[src/rtl/taxi_trip_meter.sv]
// Taxi trip meter: counts wheel pulses into km/total distance with saturation,
// plus an optional waiting-time counter enabled by the TAXI_WAIT_TIMER_EN macro.
module taxi_trip_meter #(
    parameter int PPK        = 1000,
    parameter int KW         = 11,
    parameter int MW         = 21,
    parameter int WAIT_TICKS = 50
) (
    input  logic          clk,
    input  logic          rst,
    input  logic          start,
    input  logic          stop,
    input  logic          pulse,
    output logic          busy,
    output logic [KW-1:0] km,
    output logic [MW-1:0] mtr,
    output logic          co,
    output logic [15:0]   wait_sec,
    output logic          ovf
);

    localparam logic [0:0] S_IDLE = 1'b0;
    localparam logic [0:0] S_RUN  = 1'b1;

    localparam int SW = $clog2(PPK);
    localparam logic [SW-1:0] SUB_MAX = SW'(PPK - 1);
    localparam logic [KW-1:0] KM_MAX  = '1;

    logic [0:0]    state_q, state_d;
    logic [SW-1:0] sub_q, sub_d;
    logic [KW-1:0] km_q, km_d;
    logic [MW-1:0] mtr_q, mtr_d;
    logic          co_q, co_d;
    logic          ovf_q, ovf_d;

    always_comb begin
        state_d = state_q;
        sub_d   = sub_q;
        km_d    = km_q;
        mtr_d   = mtr_q;
        co_d    = 1'b0;
        ovf_d   = ovf_q;
        if (state_q == S_IDLE) begin
            if (start) begin
                state_d = S_RUN;
                sub_d   = '0;
                km_d    = '0;
                mtr_d   = '0;
                ovf_d   = 1'b0;
            end
        end else begin
            if (stop)
                state_d = S_IDLE;
            // Once saturated, distance is frozen until the next trip starts.
            if (pulse && !ovf_q) begin
                if (sub_q == SUB_MAX) begin
                    if (km_q == KM_MAX) begin
                        ovf_d = 1'b1;
                    end else begin
                        sub_d = '0;
                        km_d  = km_q + 1'b1;
                        mtr_d = mtr_q + 1'b1;
                        co_d  = 1'b1;
                    end
                end else begin
                    sub_d = sub_q + 1'b1;
                    mtr_d = mtr_q + 1'b1;
                end
            end
        end
    end

    always_ff @(posedge clk or posedge rst) begin
        if (rst) begin
            state_q <= S_IDLE;
            sub_q   <= '0;
            km_q    <= '0;
            mtr_q   <= '0;
            co_q    <= 1'b0;
            ovf_q   <= 1'b0;
        end else begin
            state_q <= state_d;
            sub_q   <= sub_d;
            km_q    <= km_d;
            mtr_q   <= mtr_d;
            co_q    <= co_d;
            ovf_q   <= ovf_d;
        end
    end

    assign busy = (state_q == S_RUN);
    assign km   = km_q;
    assign mtr  = mtr_q;
    assign co   = co_q;
    assign ovf  = ovf_q;

`ifdef TAXI_WAIT_TIMER_EN
    localparam int TW = (WAIT_TICKS > 2) ? $clog2(WAIT_TICKS) : 1;
    localparam logic [TW-1:0] IDLE_MAX = TW'(WAIT_TICKS - 1);

    logic [TW-1:0] idle_q, idle_d;
    logic [15:0]   wait_q, wait_d;

    // A second elapses after WAIT_TICKS consecutive pulse-free RUN clocks.
    always_comb begin
        idle_d = idle_q;
        wait_d = wait_q;
        if (state_q == S_IDLE) begin
            if (start) begin
                idle_d = '0;
                wait_d = '0;
            end
        end else if (pulse) begin
            idle_d = '0;
        end else if (idle_q == IDLE_MAX) begin
            idle_d = '0;
            if (wait_q != 16'hFFFF)
                wait_d = wait_q + 1'b1;
        end else begin
            idle_d = idle_q + 1'b1;
        end
    end

    always_ff @(posedge clk or posedge rst) begin
        if (rst) begin
            idle_q <= '0;
            wait_q <= '0;
        end else begin
            idle_q <= idle_d;
            wait_q <= wait_d;
        end
    end

    assign wait_sec = wait_q;
`else
    assign wait_sec = '0;
`endif

endmodule

[config.mk]
export PLATFORM = sky130hd
export DESIGN_NAME = taxi_trip_meter
export DESIGN_NICKNAME = d
export VERILOG_FILES = /design/src/rtl/taxi_trip_meter.sv
export SDC_FILE = /design/constraint.sdc
export NUM_CORES = 1
export LEC_CHECK = 0
export ABC_AREA = 1
export BUFFER_PORTS_ARGS = -buffer_cell sky130_fd_sc_hd__buf_4
export CAP_MARGIN = 25
export CORE_UTILIZATION = 45
export DETAILED_ROUTE_END_ITERATION = 12
export GPL_ROUTABILITY_DRIVEN = 0
export HOLD_SLACK_MARGIN = 0.1
export PLACE_DENSITY = 0.65
export SKIP_CTS_REPAIR_TIMING = 1
export SLEW_MARGIN = 20
export SYNTH_ARGS = -nofsm -noshare
export SYNTH_HDL_FRONTEND = slang
export SYNTH_SLANG_ARGS = --single-unit
[constraint.sdc]
create_clock -name clk -period 1.74 [get_ports clk]
set_input_delay 0.348 -clock clk [delete_from_list [all_inputs] [get_ports clk]]
set_output_delay 0.348 -clock clk [all_outputs]
set_load 0.01 [all_outputs]
* Word level (Yosys, flattened, before mapping) *
Index checks and enable logic that the tools add are counted.

operators by class
  $add $sub $neg = 3
  eq/ne operators = 7
  multiplexer cells = 27
  reduce and logical (&&, ||, !) cells = 6

operators with widths
  kind                                           number
  two-way mux 21 bit                             5
  two-way mux 11 bit                             5
  two-way mux 10 bit                             5
  adder 21 x 1 -> 21 bit, second input constant  1
  two-way mux 1 bit                              12
  adder 11 x 1 -> 11 bit, second input constant  1
  == test 11 bit, second input constant          1
  adder 10 x 1 -> 10 bit, second input constant  1
  == test 10 bit, second input constant          1
  AND reduction 4 bit                            2
  != test 2 x 1 -> 1 bit, second input constant  3
  != test 3 bit, second input constant           1
  AND reduction 3 bit                            1
  != test 2 bit, second input constant           1
  nonzero test 2 bit                             1
  logical AND 1 bit                              1
  logical NOT 1 bit                              1

storage, ports and cells
  register bits = 45
  output and inout bits = 51
  word-level logic and storage cells = 49

* Logic depth before layout (Yosys ltp) *
  depth in word-level cells = 5
  depth in mapped cells = 10
  mapped depth without buffers = 10

* Least setup slack after synthesis *
OpenSTA, ideal clock, no wires.

  path type = flip-flop to flip-flop
  start point = register km_q[0] (netlist: km[0])
  end point = register mtr_q[12] (netlist: mtr[12])
  setup time = 0.119 ns
  data arrival time = 1.455 ns
  required time = 1.621 ns
  slack = 0.166 ns
  cell stages (with the launch flop) = 10
  clock period less this slack = 1.574 ns
  cell sequence = dfrtp_1 -> ha_1 -> nand2_2 -> nor2_2 -> nand3_2 -> nor2_1 -> nand2_1 -> nand2_4 -> buf_6 -> o21ai_2

on the way
  longest elaborated chain between the ends = 3

ends and longest elaborated chain
  element                               RTL line  text
  start: declaration                    31        logic [KW-1:0] km_q, km_d;
  start signal: assignment              84        km_q <= km_d;
  == test 11 bit                        57        if (km_q == KM_MAX) begin
  != test 3 bit (no source line)        -
  AND reduction 3 bit (no source line)  -
  end signal: assignment                85        mtr_q <= mtr_d;
  end: declaration                      32        logic [MW-1:0] mtr_q, mtr_d;

No other way between the ends.
A chain may end at the register's enable or synchronous reset.

* Worst setup path in the final report *
  start point = register km_q[0] (netlist: km[0])
  end point = register mtr_q[20] (netlist: mtr[20])

The elaborated chain is that of the path after synthesis.

==> impl_metrics.csv <==
group,metric,value,unit
outcome,status,"finished clean",
global_route,grt_max_degree,32,
synthesis,synth_compound_area_share,15.0,%
drt,first_iter_violations,112,
worst_setup_path,startpoint_type,"flip-flop",
timing,fmax,0.607,GHz
worst_setup_path,critPathCaptureType,"flip-flop",
placed_design,io_buffers,39,
synthesis,synth-xor-area-share,1.19,%
placed_design,dp_hpwl,4440,um
worst_setup_path,path_max_fanout,7,
hold_path,hold_class,"in -> reg",
worst_setup_path,crit-reg2reg-launch,"km[0]$_DFFE_PP0P_",
final_layout,design_area,3620,sq um
drt,drt_first_pass_iters,4,
timing,min_period_over_period,94.7,%
clock_tree,cts_buffers,5,
worst_setup_path,path_common_cell,"nor2_2",
clock_tree,clk_pin_slew,0.09,ns
drt,drc,0,
clock_tree,clkSinkCount,45,
timing,setup_viol,0,
worst_setup_path,worstSetupPathType,"reg -> reg",
worst_setup_path,arrival,1.83,ns
worst_setup_path,worstPathCellList,"ha_2 -> nand2_2 -> nor2_2 -> nand3_2 -> nor2_2 -> nand2_4 -> nand2_8 -> clkbuf_16 -> o21ai_1",
global_route,track_usage,18.8,%
synthesis,syn_area_per_cell,7.27,sq um
final_layout,ff_latch_area,1130,sq um
synthesis,netlist_instances,405,
clock_tree,clk_path_buf_depth,2,
drt,totalWireLength,6950,um
final_layout,diodes,0,
final_layout,multi_input_area,1580,sq um
power,power_frac_seq,46.8,%
worst_setup_path,cpLargestDelayFamily,"simple AND/OR/NAND/NOR gates",
clock_tree,cts_tree,"built",
hold_path,worstHoldStart,"stop",
worst_setup_path,critPathMaxStageDelay,0.38,ns
power,switching_share,31.1,%
worst_setup_path,crit_cells,9,
synthesis,ys_types,31,
power,power_switching,0.749,mW
drt,wl_per_cell,12.9,um
clock_tree,ctsHtreeMaxLevel,2,
worst_setup_path,cp_slowest_cell,"dfrtp_1",
power,cellInternalPower,1.66,mW
worst_setup_path,crit_buf_inv,1,
placed_design,placed_area,3300,sq um
timing,hold_viol,0,
synthesis,yosys.area_share.simple,32.0,%
power,power_frac_comb,24.1,%
clock_tree,clock_latency,0.30,ns
worst_setup_path,worstPathRequired,1.92,ns
final_layout,drive_gt1_share,23.2,%
global_route,grt_pass1_vias,2548,
timing,hold-worst-slack,0.226,ns
worst_setup_path,rr_endpoint,"mtr[20]$_DFFE_PP0P_",
synthesis,syn_area,2940,sq um
drt,via_count,2811,
synthesis,synth_fa_ha_area_share,1.28,%
drt,ant_nets,0,
worst_setup_path,reg2reg_depth,9,
final_layout,syn_to_final_growth,23.0,%
synthesis,synth-seq-cells,45,
floorplan,die_area,6870,sq um
timing,slew_viol_final,0,
timing,skew,0.00971,ns
flow_run,drv_cap,0,
synthesis,synth_warnings,0,
global_route,antenna_found_initial,0,
timing,setup_ws,0.0922,ns
power,ir_drop,394,uV
floorplan,die_h,82.9,um
final_layout,fin_util,57.3,%
drt,vias_per_cell,5.22,
synthesis,synth.area.mux_share,0,%
clock_tree,cts_root_buffer,"clkbuf_8",
floorplan,die_x,82.9,um
global_route,gr-total-overflow,0,
worst_setup_path,r2r_slack,0.09,ns
power,p_leak,1.67,nW
final_layout,fin_nets,469,
timing,grt_setup_unrepaired,"true",
power,power,2.41,mW
placed_design,post-place-ws,0.0976,ns
floorplan,core_area,6310,sq um
hold_path,whs_endpoint,"busy$_DFF_PP0_",
floorplan,fp-row-count,29,
timing,relSlewSlack,62.0,%
hold_path,hold_path_depth,2,
final_layout,fill_cells,600,
global_route,grt_pass1_wl,10900,um
synthesis,synth_top_family_by_area,"simple AND/OR/NAND/NOR gates",
timing,worst_pin_slew,0.567,ns
power,power_density,666,nW/um^2
floorplan,initial_core_util,46.6,%
power,clockPowerShare,29.1,%
synthesis,ys_seq_area_share,38.3,%
timing,finalCriticalPeriod,1.65,ns
floorplan,num_io_pins,56,
synthesized netlist by cell type (all sizes together):
master	number	share of area, %
o21a	1	0.26
nand3b	1	0.26
o21ai	52	11
buf	25	7.2
nand2	121	16
inv	36	4.6
nand4	7	1.5
nor2	43	5.7
nor3	2	0.34
xnor2	1	0.30
or2	3	0.64
dfrtp	45	38
o211ai	1	0.26
o31ai	1	0.26
conb	1	0.13
xor2	3	0.89
a21oi	9	1.5
nand3	42	7.7
o21bai	5	1.3
ha	3	1.3
clkbuf	3	0.38
flip-flops by register name, indices dropped and copies added, names as in the netlist:
signal	flops
busy	1
co	1
km	11
mtr	21
ovf	1
sub_q	10
worst max-delay path by stage:
stage | startpoint | endpoint | slack (ns)
floorplan | km[0]$_DFFE_PP0P_ | mtr[12]$_DFFE_PP0P_ | 0.17
global placement | mtr[0]$_DFFE_PP0P_ | mtr[20]$_DFFE_PP0P_ | 0.15
detailed placement | sub_q[0]$_DFFE_PP0P_ | sub_q[0]$_DFFE_PP0P_ | 0.1
CTS | sub_q[0]$_DFFE_PP0P_ | sub_q[0]$_DFFE_PP0P_ | 0.07
global route | sub_q[0]$_DFFE_PP0P_ | sub_q[5]$_DFFE_PP0P_ | -0.02
finish | km[0]$_DFFE_PP0P_ | mtr[20]$_DFFE_PP0P_ | 0.09
cells by family after synthesis:
family          count (synthesis)
simple gates                  219
buf+inv                        64
flops                          45
compound gates                 69
xor+xnor                        4
other cells                     1
fa+ha+maj                       3
metrics by stage:
step / TNS [ns] / instances
floorplan: 0 / 420
global placement: 0 / 520
detailed placement: 0 / 520
CTS: 0 / 528
global route: -0.0859 / 539
finish: 0 / 539
power groups by stage:
stage	logic (mW)	clock network [mW]	registers (mW)
2_1_floorplan	0.324	0	1.16
3_3_place_gp	0.415	0	1.15
3_5_place_dp	0.418	0	1.16
4_1_cts	0.419	0.728	1.13
5_1_grt	0.631	0.761	1.14
6_report	0.581	0.702	1.13
metal layers:
metal  routed length (um)  GRT usage [%]
met2                 3440           33.3
met5                    0              0
met4                  105           5.96
met3                  235           3.78
met1                 3170           22.8
area by class of cell:
| class | count | area share [%] |
|---|---|---|
| multi-input combinational | 313 | 43.8 |
| sequential | 45 | 31.1 |
| tap | 77 | 2.66 |
| clock buffer | 6 | 2.28 |
| timing repair buffer | 60 | 16.0 |
| clock inverter | 2 | 0.380 |
| inverter | 36 | 3.73 |
cells in the final DEF (no fill, tap or decap), types with 2 or more instances in the layout:
master | synthesis | layout
buf_4 | 16 | 49
xor2_1 | 3 | 3
conb_1 | 1 | 16
buf_12 | 0 | 4
o21ai_1 | 16 | 16
o21bai_1 | 5 | 5
ha_1 | 3 | 2
nand2_4 | 1 | 2
o21ai_0 | 16 | 16
a21oi_1 | 9 | 9
clkbuf_8 | 0 | 6
dfrtp_1 | 45 | 45
nor2_1 | 40 | 37
nand3_1 | 40 | 40
nand2_1 | 119 | 117
nand3_4 | 1 | 2
clkbuf_16 | 0 | 4
o21ai_2 | 20 | 19
or2_2 | 3 | 3
nor2_2 | 3 | 5
nor3_1 | 2 | 2
inv_2 | 0 | 2
nand4_1 | 7 | 7
nand2_2 | 1 | 2
inv_1 | 36 | 33
buf_6 | 6 | 2
Note: power is estimated with default switching activity, not from simulation.
